## config.mk

```make
export PLATFORM = sky130hd
export DESIGN_NAME = binary_ascii_tx_flat
export DESIGN_NICKNAME = d
export VERILOG_FILES = /design/src/rtl/binary_ascii_tx_if.sv /design/src/rtl/binary_ascii_tx.sv /design/src/flat_wrapper.sv
export SDC_FILE = /design/constraint.sdc
export NUM_CORES = 1
export LEC_CHECK = 0
export CORE_ASPECT_RATIO = 1.5
export CORE_MARGIN = 4
export CORE_UTILIZATION = 42
export DETAILED_ROUTE_END_ITERATION = 6
export PLACE_DENSITY = 0.73
export SLEW_MARGIN = 20
export SYNTH_ARGS = -nofsm -noshare
export SYNTH_HDL_FRONTEND = slang
export SYNTH_SLANG_ARGS = --single-unit
```

## constraint.sdc

```tcl
create_clock -name clk -period 1.2 [get_ports clk]
set_clock_uncertainty 0.05 [all_clocks]
set_input_delay 0.24 -clock clk [delete_from_list [all_inputs] [get_ports clk]]
set_output_delay 0.24 -clock clk [all_outputs]
set_load 0.05 [all_outputs]
```

## src/rtl/binary_ascii_tx_if.sv

```systemverilog
// Handshake bundle for binary_ascii_tx: binary word in, ASCII character stream out.
// The slave modport is the formatter; the master modport is the producer/sink side.
interface binary_ascii_tx_if #(
    parameter int WIDTH = 8
);
    logic             in_valid;
    logic             in_ready;
    logic [WIDTH-1:0] in_data;
    logic             out_valid;
    logic             out_ready;
    logic [7:0]       out_char;
    logic             word_done;

    modport slave (
        input  in_valid,
        input  in_data,
        input  out_ready,
        output in_ready,
        output out_valid,
        output out_char,
        output word_done
    );

    modport master (
        output in_valid,
        output in_data,
        output out_ready,
        input  in_ready,
        input  out_valid,
        input  out_char,
        input  word_done
    );
endinterface

```

## src/rtl/binary_ascii_tx.sv

```systemverilog
// Formats a WIDTH-bit word as MSB-first ASCII '0'/'1' characters, optionally
// terminated by a newline, over valid/ready handshakes on both sides.
module binary_ascii_tx #(
    parameter int WIDTH   = 8,
    parameter bit NEWLINE = 1'b1
) (
    input  logic                 clk,
    input  logic                 reset,
    binary_ascii_tx_if.slave     bus
);
    localparam int CW = $clog2(WIDTH + 1);

    typedef enum logic [1:0] {
        IDLE = 2'd0,
        BITS = 2'd1,
        NL   = 2'd2
    } state_t;

    state_t           state_q;
    logic [WIDTH-1:0] sh_q;
    logic [CW-1:0]    cnt_q;
    logic             out_valid_q;
    logic [7:0]       out_char_q;

    logic [WIDTH-1:0] sh_shl;
    logic             last_bit;
    logic             bit_xfer;
    logic             nl_xfer;

    assign sh_shl   = sh_q << 1;
    assign last_bit = (cnt_q == CW'(1));
    assign bit_xfer = (state_q == BITS) && bus.out_ready;
    assign nl_xfer  = (state_q == NL) && bus.out_ready;

    assign bus.in_ready  = (state_q == IDLE);
    assign bus.out_valid = out_valid_q;
    assign bus.out_char  = out_char_q;
    // Reset suppresses the pulse even if a final transfer coincides with it.
    assign bus.word_done = !reset &&
                           ((bit_xfer && last_bit && !NEWLINE) || (nl_xfer && NEWLINE));

    always_ff @(posedge clk) begin
        if (reset) begin
            state_q     <= IDLE;
            sh_q        <= '0;
            cnt_q       <= '0;
            out_valid_q <= 1'b0;
            out_char_q  <= 8'h00;
        end else begin
            case (state_q)
                IDLE: begin
                    if (bus.in_valid) begin
                        sh_q        <= bus.in_data;
                        cnt_q       <= CW'(WIDTH);
                        out_valid_q <= 1'b1;
                        out_char_q  <= 8'h30 | {7'b0, bus.in_data[WIDTH-1]};
                        state_q     <= BITS;
                    end
                end
                BITS: begin
                    if (bus.out_ready) begin
                        sh_q  <= sh_shl;
                        cnt_q <= cnt_q - CW'(1);
                        if (!last_bit) begin
                            // Preload the next bit so out_char stays a plain register.
                            out_char_q <= 8'h30 | {7'b0, sh_shl[WIDTH-1]};
                        end else if (NEWLINE) begin
                            out_char_q <= 8'h0A;
                            state_q    <= NL;
                        end else begin
                            out_valid_q <= 1'b0;
                            out_char_q  <= 8'h00;
                            state_q     <= IDLE;
                        end
                    end
                end
                NL: begin
                    if (bus.out_ready) begin
                        out_valid_q <= 1'b0;
                        out_char_q  <= 8'h00;
                        state_q     <= IDLE;
                    end
                end
                default: begin
                    out_valid_q <= 1'b0;
                    out_char_q  <= 8'h00;
                    state_q     <= IDLE;
                end
            endcase
        end
    end
endmodule

```

## src/flat_wrapper.sv

```systemverilog
// flat-port wrapper written by rule: the top's interface ports become plain ports
module binary_ascii_tx_flat 
#(
    parameter int WIDTH   = 8,
    parameter bit NEWLINE = 1'b1
)
  (clk, reset, bus_in_valid, bus_in_data, bus_out_ready, bus_in_ready, bus_out_valid, bus_out_char, bus_word_done);
  binary_ascii_tx_if #(.WIDTH(WIDTH)) bus_i ();
  input  logic clk;
  input  logic reset;
  input wire logic [$bits(bus_i.in_valid)-1:0] bus_in_valid;
  input wire logic [$bits(bus_i.in_data)-1:0] bus_in_data;
  input wire logic [$bits(bus_i.out_ready)-1:0] bus_out_ready;
  output wire logic [$bits(bus_i.in_ready)-1:0] bus_in_ready;
  output wire logic [$bits(bus_i.out_valid)-1:0] bus_out_valid;
  output wire logic [$bits(bus_i.out_char)-1:0] bus_out_char;
  output wire logic [$bits(bus_i.word_done)-1:0] bus_word_done;
  assign bus_i.in_valid = bus_in_valid;
  assign bus_i.in_data = bus_in_data;
  assign bus_i.out_ready = bus_out_ready;
  assign bus_in_ready = bus_i.in_ready;
  assign bus_out_valid = bus_i.out_valid;
  assign bus_out_char = bus_i.out_char;
  assign bus_word_done = bus_i.word_done;
  binary_ascii_tx #(.WIDTH(WIDTH), .NEWLINE(NEWLINE)) u_core (.clk(clk), .reset(reset), .bus(bus_i));
endmodule
```

==> impl_metrics.ini <==
[run_status]
status = complete, but fails checks
violations = setup timing

[sta]
fin_tns_setup_ns = -3.27
finalHoldViolCount = 0
setup_viol = 18
fin_crit_sh_pct = 128
rsz0062_at_grt = yes
finalMaxSlewViolations = 0
clock.fmax_mhz = 651
period_minus_slack_ns = 1.53
fin_ws_ns = -0.335

[synth]
synth_edf_count = 0
syn_inst = 97
synth_cell_types = 32
yosys.area.top_type_share_pct = 39.0
synth_area_um2 = 872
synth.area.top_cells = dfxtp_1, mux2i_1, a211oi_1
synth_area_leader_cell = dfxtp_1
yosysMostFrequentCell = dfxtp_1
async_flop_share_pct = 0
yosys_register_bits = 17
synth_commonest_cells = dfxtp_1, a21oi_1, a211oi_1, mux2i_1, buf_4
yosysWarnings = 0
synth_ff_type = dfxtp_1
synth-seq-area-share_pct = 39.0
syn_area_per_cell_um2 = 8.99

[setup_path]
cpPeakStageDelay_ns = 0.38
worst-path-max-fanout = 2
cp-end-kind = output pin
cpLargestDelayFamily = flip-flops
crit_slowest_cell = dfxtp_4
crit_path_cell_trace = clkinv_4 > nor4b_4 > buf_12
cp.required_ns = 0.91
path_buf_inv = 2
crit_type = reg -> out
start_kind = flip-flop
critPathArrivalTime_ns = 1.24

[clocking]
root_buffer = clkbuf_4
cts_hold_buffers = 0
clk_pin_slew_ns = 0.11
htree_levels = 1
clock-sinks = 17
cts_tree = done
cts_buffers = 3
cts_buffer_depth = 2
clk_latency_ns = 0.30

[global_route]
grt_use_total_pct = 24.1
antenna_found_initial = 0
grt_pass1_vias = 1021
grt_first_pass_wirelength_mm = 5.10
grt_max_degree = 18
overflow = 0

[layout]
nNetsFinal = 159
fillerInstances = 82
syn2layout_area_growth_pct = 93.0
antenna_cells = 0
layout-drive-gt1-share_pct = 59.7

[power]
powerDensity_nw_per_um2 = 952
peakVddDrop_mv = 0.870
p_leak_nw = 0.682
p_total_mw = 1.60

[run]
drv_cap = 0

[route]
drt_wl_total_mm = 3.38
viasPerCell = 6.00
num_vias = 990
post_drt_wl_per_cell_um = 20.5
drt_pre_antenna_iters = 5
ant_nets = 0
drc = 0
drtIter0Drc = 36

[hold_path]
hold_path_class = in -> reg

[floorplanning]
die_area_um2 = 2880
die_h_um = 63.8
start_util_pct = 45.9
die_w_um = 45.2
io_pins = 23
coreArea_um2 = 1900
rows = 19

[placement]
dp.final_hpwl_mm = 1.61
gp_congestion = 0.758
io_buffers = 19
==> power by group <==
group / switching (mW) / total (mW) / internal (mW)
Sequential: 0.0504 / 0.663 / 0.612
Combinational: 0.306 / 0.618 / 0.312
Clock: 0.193 / 0.322 / 0.129
==> worst register-to-register path, cell delays in order (launching register included) <==
cell and delay [ns]:
dfxtp_2 0.35, buf_4 0.14, mux2i_4 0.19, or4_4 0.44, a211oi_2 0.27
==> sequential cells by signal, summed over array words and instances (netlist names) <==
register,cells
u_core.bus.out_char,3
u_core.state_q,2
u_core.bus.out_valid,1
u_core.sh_q,7
u_core.cnt_q,4
==> metrics by stage <==
stage | hold slack [ns] | worst slack, ns | area [um^2] | std cells | util (%)
after floorplan | 0.330 | -0.244 | 936 | 99 | -
after global placement | 0.430 | -0.385 | 1290 | 146 | 68.1
after detailed placement | 0.430 | -0.419 | 1290 | 146 | 68.1
after CTS | 0.460 | -0.309 | 1610 | 164 | 84.9
after global routing | 0.460 | -0.369 | 1680 | 165 | 88.5
final | 0.457 | -0.335 | 1680 | 165 | 88.5
==> layout make-up <==
| type | instances | area, um^2 | share of cell area [%] |
|---|---|---|---|
| Multi-Input combinational cell | 67 | 668 | 39.7 |
| Timing Repair Buffer | 51 | 588 | 34.9 |
| Sequential cell | 17 | 350 | 20.8 |
| Clock buffer | 4 | 26.3 | 1.56 |
| Tap cell | 21 | 26.3 | 1.56 |
| Inverter | 5 | 23.8 | 1.41 |
==> kinds of logic after synthesis <==
group / count (synthesis) / synth area share, %
multiplexers: 9 / 10.5
other: 1 / 0.430
buffers and inverters: 15 / 8.75
adder cells (fa/ha/maj): 2 / 2.87
AND/OR/NAND/NOR: 18 / 12.2
AO/OA/AOI/OAI: 35 / 26.3
flip-flops: 17 / 39.0
==> final timing paths <==
| check | start | end | slack, ns | cells after the start |
|---|---|---|---|---|
| max | u_core.state_q[1] | bus_word_done | -0.33 | 3 |
| min | bus_in_data[0] | u_core.sh_q[0] | 0.46 | 3 |
| max reg2reg | u_core.state_q[0] | u_core.cnt_q[2] | -0.33 | 4 |
| min reg2reg | u_core.sh_q[4] | u_core.sh_q[4] | 0.48 | 2 |
==> timing repair <==
| item | in CTS | in global routing |
|---|---|---|
| pin swaps | 20 | 13 |
| resized for setup | 46 | 17 |
| setup endpoints to repair | 18 | 19 |
| gates cloned | 0 | 0 |
| setup buffers | 15 | 1 |
==> layer usage <==
| metal | GRT usage (%) | routed length (um) |
|---|---|---|
| met5 | 0 | 0 |
| met4 | 9.89 | 164 |
| met3 | 3.93 | 166 |
| met2 | 43.4 | 1780 |
| met1 | 26.3 | 1270 |
==> cells in the final DEF (no fill, tap or decap), drive strengths merged, types with 2 or more instances in the layout <==
cell            n
conb            3
buf            40
a211oi          9
ha              2
mux2i           8
o211ai          2
nor3b           2
nor2            3
nand2           3
a21oi          13
dfxtp          17
inv             4
nand2b          4
clkdlybuf4s50   9
o21ai           3
clkbuf          4
(Power assumes the default switching activity.)
